**src/rtl/tis_ip_seq.sv**
```systemverilog
// ============================================================================
//  Module      : tis_ip_seq
//  Description : Instruction-pointer sequencer for a TIS-100 execution node.
//                Handles wrap, conditional/relative jumps, stalls and a
//                saturating retired-step counter.
//  Revision    : 1.0 - initial release
// ============================================================================
`default_nettype none

module tis_ip_seq #(
    parameter int AW = 8,
    parameter int DW = 11,
    parameter int CW = 16
) (
    input  logic          clk,
    input  logic          rst,
    input  logic          load,
    input  logic          en,
    input  logic [AW:0]   prog_len,
    input  logic [2:0]    jmp_op,
    input  logic [AW-1:0] jmp_tgt,
    input  logic [DW-1:0] jro_off,
    input  logic [DW-1:0] acc,
    output logic [AW-1:0] pc,
    output logic          taken,
    output logic          wrap,
    output logic [CW-1:0] step_cnt
);

    // Wide enough that pc + offset can neither overflow nor alias the sign bit
    localparam int c_SW = ((AW > DW) ? AW : DW) + 2;

    localparam logic [2:0] c_OP_JMP = 3'b001;
    localparam logic [2:0] c_OP_JEZ = 3'b010;
    localparam logic [2:0] c_OP_JNZ = 3'b011;
    localparam logic [2:0] c_OP_JGZ = 3'b100;
    localparam logic [2:0] c_OP_JLZ = 3'b101;
    localparam logic [2:0] c_OP_JRO = 3'b110;

    logic [AW-1:0] r_pc;
    logic          r_taken;
    logic          r_wrap;
    logic [CW-1:0] r_cnt;

    logic [AW:0]          w_seq;
    logic                 w_seq_wraps;
    logic [AW-1:0]        w_seq_pc;
    logic [AW-1:0]        w_jmp_pc;
    logic                 w_acc_zero;
    logic                 w_cond;
    logic signed [c_SW-1:0] w_s;
    logic signed [c_SW-1:0] w_last;
    logic [AW-1:0]        w_jro_pc;
    logic [AW-1:0]        w_nxt_pc;
    logic                 w_nxt_taken;
    logic                 w_nxt_wrap;

    always_comb begin
        w_seq       = {1'b0, r_pc} + {{AW{1'b0}}, 1'b1};
        w_seq_wraps = (w_seq >= prog_len);
        w_seq_pc    = w_seq_wraps ? '0 : w_seq[AW-1:0];
        w_jmp_pc    = ({1'b0, jmp_tgt} < prog_len) ? jmp_tgt : '0;
        w_acc_zero  = (acc == '0);

        w_cond = 1'b0;
        case (jmp_op)
            c_OP_JEZ: w_cond = w_acc_zero;
            c_OP_JNZ: w_cond = !w_acc_zero;
            c_OP_JGZ: w_cond = !acc[DW-1] && !w_acc_zero;
            c_OP_JLZ: w_cond = acc[DW-1];
            default:  w_cond = 1'b0;
        endcase

        w_s    = $signed({{(c_SW-AW){1'b0}}, r_pc})
               + $signed({{(c_SW-DW){jro_off[DW-1]}}, jro_off});
        w_last = $signed({{(c_SW-AW-1){1'b0}}, prog_len} - {{(c_SW-1){1'b0}}, 1'b1});
        if (w_s[c_SW-1])
            w_jro_pc = '0;
        else if (w_s > w_last)
            w_jro_pc = w_last[AW-1:0];
        else
            w_jro_pc = w_s[AW-1:0];

        w_nxt_pc    = w_seq_pc;
        w_nxt_taken = 1'b0;
        w_nxt_wrap  = w_seq_wraps;
        case (jmp_op)
            c_OP_JMP: begin
                w_nxt_pc    = w_jmp_pc;
                w_nxt_taken = 1'b1;
                w_nxt_wrap  = 1'b0;
            end
            c_OP_JEZ, c_OP_JNZ, c_OP_JGZ, c_OP_JLZ: begin
                if (w_cond) begin
                    w_nxt_pc    = w_jmp_pc;
                    w_nxt_taken = 1'b1;
                    w_nxt_wrap  = 1'b0;
                end
            end
            c_OP_JRO: begin
                w_nxt_pc    = w_jro_pc;
                w_nxt_taken = ({1'b0, w_jro_pc} != w_seq);
                w_nxt_wrap  = 1'b0;
            end
            default: ;
        endcase
    end

    always_ff @(posedge clk or posedge rst) begin
        if (rst) begin
            r_pc    <= '0;
            r_taken <= 1'b0;
            r_wrap  <= 1'b0;
            r_cnt   <= '0;
        end else if (load) begin
            r_pc    <= '0;
            r_taken <= 1'b0;
            r_wrap  <= 1'b0;
            r_cnt   <= '0;
        end else if (prog_len == '0) begin
            r_pc    <= '0;
            r_taken <= 1'b0;
            r_wrap  <= 1'b0;
        end else if (en) begin
            r_pc    <= w_nxt_pc;
            r_taken <= w_nxt_taken;
            r_wrap  <= w_nxt_wrap;
            if (r_cnt != {CW{1'b1}})
                r_cnt <= r_cnt + {{(CW-1){1'b0}}, 1'b1};
        end
    end

    assign pc       = r_pc;
    assign taken    = r_taken;
    assign wrap     = r_wrap;
    assign step_cnt = r_cnt;

endmodule

`default_nettype wire

```
**config.mk**
```make
export PLATFORM = sky130hd
export DESIGN_NAME = tis_ip_seq
export DESIGN_NICKNAME = d
export VERILOG_FILES = /design/src/rtl/tis_ip_seq.sv
export SDC_FILE = /design/constraint.sdc
export NUM_CORES = 1
export LEC_CHECK = 0
export ABC_AREA = 1
export CELL_PAD_IN_SITES_DETAIL_PLACEMENT = 1
export CELL_PAD_IN_SITES_GLOBAL_PLACEMENT = 1
export CORE_ASPECT_RATIO = 1.4
export CORE_MARGIN = 3
export CORE_UTILIZATION = 37
export CTS_BUF_LIST = sky130_fd_sc_hd__clkbuf_4
export DETAILED_ROUTE_END_ITERATION = 8
export PLACE_DENSITY_LB_ADDON = 0.12
export SLEW_MARGIN = 20
export SYNTH_ARGS = -nofsm -noshare
export SYNTH_HDL_FRONTEND = slang
export SYNTH_SLANG_ARGS = --single-unit
```
**constraint.sdc**
```tcl
create_clock -name clk -period 4.2 [get_ports clk]
set_input_delay 0.84 -clock clk [delete_from_list [all_inputs] [get_ports clk]]
set_output_delay 0.84 -clock clk [all_outputs]
set_load 0.01 [all_outputs]
```
== Yosys cells after proc, flatten, opt, wreduce, memory -nomap -nowiden ==
Index checks and enable logic that the tools add are counted.

* Bits in registers: 26
* Latch bits: 0
* RAM bits: 0
* Bits in read-only memories: 0
* Input bits: 46
* Output and inout port bits: 26
* Word-level logic and storage cells: 55
* Memories: 0

* $add $sub $neg: 4
* Multipliers: 0
* Divide/modulo/power cells: 0
* $lt $le $gt $ge: 3
* Equality and inequality tests: 9
* Shifts and indexed selects: 0
* Muxes and demuxes: 24
* Bitwise gates (word level): 0
* Reductions and logical operators: 11

{| class="wikitable"
|+ Operator list
! kind !! count
|-
| 16-bit 2-to-1 mux || 4
|-
| 8-bit 2-to-1 mux || 8
|-
| 8-bit one-hot mux with 3 select lines || 1
|-
| 16-bit by 1-bit adder with 16-bit output (second input constant) || 1
|-
| 16-bit != test (second input constant) || 1
|-
| 9-bit by 11-bit adder with 12-bit output || 1
|-
| 12-bit by 10-bit greater-than comparator with 1-bit output || 1
|-
| 11-bit zero test || 1
|-
| 9-bit by 1-bit subtractor with 10-bit output (second input constant) || 1
|-
| 8-bit by 1-bit adder with 9-bit output (second input constant) || 1
|-
| 3-bit equality test (second input constant) || 3
|-
| 9-bit greater-or-equal comparator || 1
|-
| 9-bit zero test || 1
|-
| 8-bit by 9-bit less-than comparator with 1-bit output || 1
|-
| 8-bit by 9-bit != test with 1-bit output || 1
|-
| 1-bit 2-to-1 mux || 8
|-
| 3-bit by 2-bit equality test with 1-bit output (second input constant) || 2
|-
| 1-bit one-hot mux with 4 select lines || 1
|-
| 2-bit nonzero test || 2
|-
| 4-bit OR reduction || 1
|-
| 3-bit by 1-bit equality test with 1-bit output (second input constant) || 1
|-
| 1-bit one-hot mux with 3 select lines || 1
|-
| 3-bit AND reduction || 1
|-
| 3-bit nonzero test || 1
|-
| 5 further kinds || 6
|}

== Logic depth before layout (Yosys ltp) ==
* Depth after elaboration: 9
* Depth in mapped cells: 34
* Gate-level depth less buffers: 34

== Worst setup path before layout ==
No wires, ideal clock.

* Path kind: input -> register
* From: in jro_off[0]
* To: reg r_taken, in the netlist taken
* Setup time: 0.117 ns
* Arrival time: 3.843 ns
* Required time: 4.083 ns
* Slack: 0.241 ns
* Stages on the path: 32
* Buffers on the path: 0
* Path through: ha_1 -> inv_1 -> fa_1 -> inv_1 -> nand2_1 -> and3_1 -> inv_1 -> a21oi_1 -> o21ai_0 -> nand3_1 -> xor2_1 -> ha_1 -> nand2_1 -> inv_1 -> nand2_1 -> inv_1 -> nand2_1 -> nand3_1 -> nand2_1 -> nand2_4 -> nand2_8 -> clkinv_2 -> nand2_1 -> nand3_1 -> nand2_1 -> nand3_1 -> nor2_1 -> nand2_1 -> nand2_1 -> nand2_1 -> nand2_1 -> nand2_1

* Cells in the longest elaborated chain, start to end: 9

{| class="wikitable"
|+ Ends and longest elaborated chain
! what !! line !! RTL
|-
| from (decl) || 22 || <nowiki>input logic [DW-1:0] jro_off,</nowiki>
|-
| 9-bit by 11-bit adder with 12-bit output (*) || 75 || <nowiki>+ $signed({{(c_SW-DW){jro_off[DW-1]}}, jro_off});</nowiki>
|-
| 12-bit by 10-bit greater-than comparator with 1-bit output || 79 || <nowiki>else if (w_s > w_last)</nowiki>
|-
| 8-bit 2-to-1 mux || 79 ||
|-
| 8-bit 2-to-1 mux (*) || 77 || <nowiki>if (w_s[c_SW-1])</nowiki>
|-
| 8-bit by 9-bit != test with 1-bit output (*) || 102 || <nowiki>w_nxt_taken = ({1'b0, w_jro_pc} != w_seq);</nowiki>
|-
| 1-bit one-hot mux with 3 select lines (*) || 87 || <nowiki>case (jmp_op)</nowiki>
|-
| 1-bit 2-to-1 mux (*) || 124 || <nowiki>end else if (en) begin</nowiki>
|-
| 1-bit 2-to-1 mux (*) || 120 || <nowiki>end else if (prog_len == '0) begin</nowiki>
|-
| 1-bit 2-to-1 mux (*) || 115 || <nowiki>end else if (load) begin</nowiki>
|-
| to (signal assigned) || 126 || <nowiki>r_taken <= w_nxt_taken;</nowiki>
|-
| to (decl) || 41 || <nowiki>logic r_taken;</nowiki>
|}

Every way passes the cells marked *; elsewhere a longest branch is shown, timed or not. The select of a mux whose other input is x is not followed.
A chain may end at the register's enable or synchronous reset.

== Final worst setup path ==
* From: in jro_off[7]
* To: reg r_taken, in the netlist taken

The elaborated chain is that of the path after synthesis.

==> impl_results.md <==
* Status: finished clean
* WS Path Type: in -> reg
* Layout cells sized above 1 at a little under a fifth
* Mapped Area at between 0.003 and 0.004 sq mm
* CP most frequent cell: nand2_1
* Wire length per cell at ~17 um
* Fmax at 243 MHz
* Rows at 39
* Final instance area at 0.00473 sq mm
* Yosys warns at 0
* CP peak stage delay at 0.44 ns
* Setup crit start kind: input pin
* Vias post-DR at between 3,000 and 4,000
* Final Hold Viols at 0
* Initial core utilization at 39.0%
* Syn_nets at between 500 and 600
* Synth area leader: dfrtp_1
* DP HPWL at 9.64 mm
* Min Tclk post-route at 4.11 ns
* Slowest-stage cell, CP: clkdlybuf4s50_1
* DP Area at 0.00439 sq mm
* Power per standard cell area at between 150 and 200 mW/mm^2
* Clock skew at 0.00387 ns
* Synth Register Bits at 26
* Drt drc at 0
* Sequential share of the synthesized area at around 20%
* Drt total wl at around 13 mm
* Setup WS post-layout at 0.0895 ns
* Most common cell in the netlist: nand2_1
* Setup-failing EPs final at 0
* Critical Path RT at 4.43 ns
* Largest net degree at the start of global routing at 27
* Critical path arrival at between 4 and 5 ns
* P&R area growth vs syn at 45.4%
* Total of max-cap violations at 0
* Reg power frac at between 20 and 30%
* Die Width at approximately 85 um
* Crit path capture type: register
* # port buffers at 71
* Max Slew Vio Count at 0
* Async SR Flop Fraction at 100%
* Int Pwr at 0.568 mW
* Post-Syn Area per Cell at around 6.6 sq um
* Total global routing overflow at 0
* Clk_lat worst skew at 0.32 ns
* Number of synthesized flops with an enable pin at 0
* Final hold slack at between 0.5 and 0.6 ns
* Synth cell types at 38
* Mapped Cells at between 400 and 500
* Die Height at 117 um
* Ys flop type: dfrtp_1
* Synth top cells by count: nand2_1 (106), inv_1 (85), nand3_1 (62)
* Worst VDD drop at between 150 and 200 uV
* CTS sink cnt at 26
* R2r setup slk at 0.29 ns
* Min-Delay Path Class: reg -> reg
* Number of global-route vias before repair at approximately 4,200
* Combinational share of power at approximately 52%
* Root buffer cell: clkbuf_4
* # nets final at slightly above 700
* Ports at just over 70
* Slew HR at around 33%
* Top delay family on crit path: simple AND/OR/NAND/NOR gates
* Initial antenna violation count at 0
* Ranking of synthesized cells by area: dfrtp_1 (20%), ha_1 (15%), nand2_1 (12%), inv_1 (9.8%), nand3_1 (9.5%)
* Worst-Margin Slew at about 1.0 ns
* DR pass1 iterations at 4
* Buf/Inv on CP at 2
* Reg clk slew, reported paths at 0.14 ns
* N_diodes at 0
* First-pass GRT wire length at 19.4 mm
* CTS buffer count at 3
* Starting DRT DRC Count at approximately 160
* Clock Path Buffers at 2
* Sum of negative setup slack at 0 ns
* Clock group share of total power at a little under a fifth
* Leakage at 2.40 nW
* Core area at approximately 0.0083 sq mm
* ANT nets after route at 0
* Switching Power at 0.352 mW
* GPL Wtd Cong at about 0.87
* TritonCTS clock tree: built
* DIE AREA at 0.00997 sq mm
* Fin crit share at a little over nine tenths
* Vias/cell at roughly 5.4
* Pre-CTS WS at -0.610 ns
* Hold-fix buffers, CTS at 0
* Crit path max fanout at 8
* Top-area cell type share of the netlist area at between 20% and 30%
* H-tree Lvls at 1
* Sw Ratio at approximately two fifths
* GRT Util Overall at around a quarter
-- metal layers --
layer / global-route usage, % / vias up / wire length, um
met5: 0 / - / 0
met4: 8.66 / 0 / 375
met3: 1.61 / 25 / 330
met2: 49.6 / 83 / 7140
met1: 25.0 / 1881 / 4740
li1: - / 1895 / -
-- worst register-to-register path, delay by kind of cell, from the launching register on --
family	cells	cell delay, ns
DFF	1	0.48
and+or+nand+nor	18	1.56
adders and majority gates	2	0.70
AOI/OAI and AO/OA	1	0.17
buffers and inverters	6	0.61
xor gates and xnor gates	1	0.31
-- power by group through the flow --
| stage | Combinational, mW | Sequential (mW) | Clock, mW |
|---|---|---|---|
| after floorplan | 0.225 | 0.273 | 0 |
| after global placement | 0.406 | 0.269 | 0 |
| after detailed placement | 0.423 | 0.270 | 0 |
| after CTS | 0.442 | 0.266 | 0.176 |
| after global routing | 0.528 | 0.269 | 0.188 |
| final | 0.482 | 0.267 | 0.171 |
-- cells in the final DEF (no fill, tap or decap), types with 2 or more instances in the layout --
master,n
nand2_1,96
inv_1,80
clkdlybuf4s50_1,64
nand3_1,57
buf_4,50
ha_1,34
nor2_1,33
dfrtp_1,26
a21oi_1,20
xor2_1,17
o21ai_0,16
nand4_1,16
nand2_2,14
nor3_1,10
ha_4,6
o21ai_1,5
nand3_2,5
inv_2,5
and3_1,4
a21o_1,4
nor2_2,4
clkbuf_2,4
nand2_8,3
nor3_2,3
xnor2_1,3
clkbuf_4,3
dlymetal6s2s_1,3
nor4_1,2
a31oi_1,2
o21a_1,2
o211ai_1,2
nor2_4,2
a21oi_2,2
nand3b_1,2
o21ai_2,2
a211oi_1,2
-- flip-flops by register name, summed over array words and instances (netlist names) --
name	cells
pc	8
taken	1
wrap	1
step_cnt	16
-- what timing repair did --
action | in CTS | in global routing
endpoints found under the setup margin | 8 | 9
pin swaps | 20 | 26
buffers inserted | 4 | 4
cloned | 1 | 0
gates resized for setup | 21 | 44
-- metrics by stage --
step | power (mW) | utilization (%) | instances
after floorplan | 0.498 | - | 496
after global placement | 0.675 | 52.6 | 707
after detailed placement | 0.693 | 52.6 | 707
after CTS | 0.884 | 54.7 | 716
after global routing | 0.984 | 56.7 | 720
final | 0.920 | 56.7 | 720
-- worst paths after layout --
kind | from | endpoint | depth (start not counted)
setup / recovery | jro_off[7] | taken | 25
hold / removal | wrap | wrap | 1
setup reg to reg | pc[1] | taken | 28
hold reg to reg | wrap | wrap | 1
max in group asynchronous | rst | pc[7] | 2
min in group asynchronous | rst | step_cnt[13] | 2
-- area by class of cell --
class | instances | area (sq um)
Sequential cell | 26 | 651
Inverter | 86 | 325
Multi-Input combinational cell | 380 | 2490
Clock inverter | 1 | 30.0
Clock buffer | 3 | 22.5
Timing Repair Buffer | 122 | 1080
Fill cell | 1097 | 3610
Tap cell | 102 | 128
-- logic make-up (layout without fill, tap and decap cells) --
| group | Yosys count | count (layout) | share of synthesized area [%] |
|---|---|---|---|
| flops | 26 | 26 | 20.0 |
| compound gates | 64 | 64 | 11.9 |
| simple gates | 253 | 254 | 35.8 |
| buf+inv | 91 | 212 | 10.6 |
| xor+xnor | 21 | 21 | 5.65 |
| fa+ha+maj | 41 | 41 | 16.0 |
Note: power is estimated with default switching activity, not from simulation.
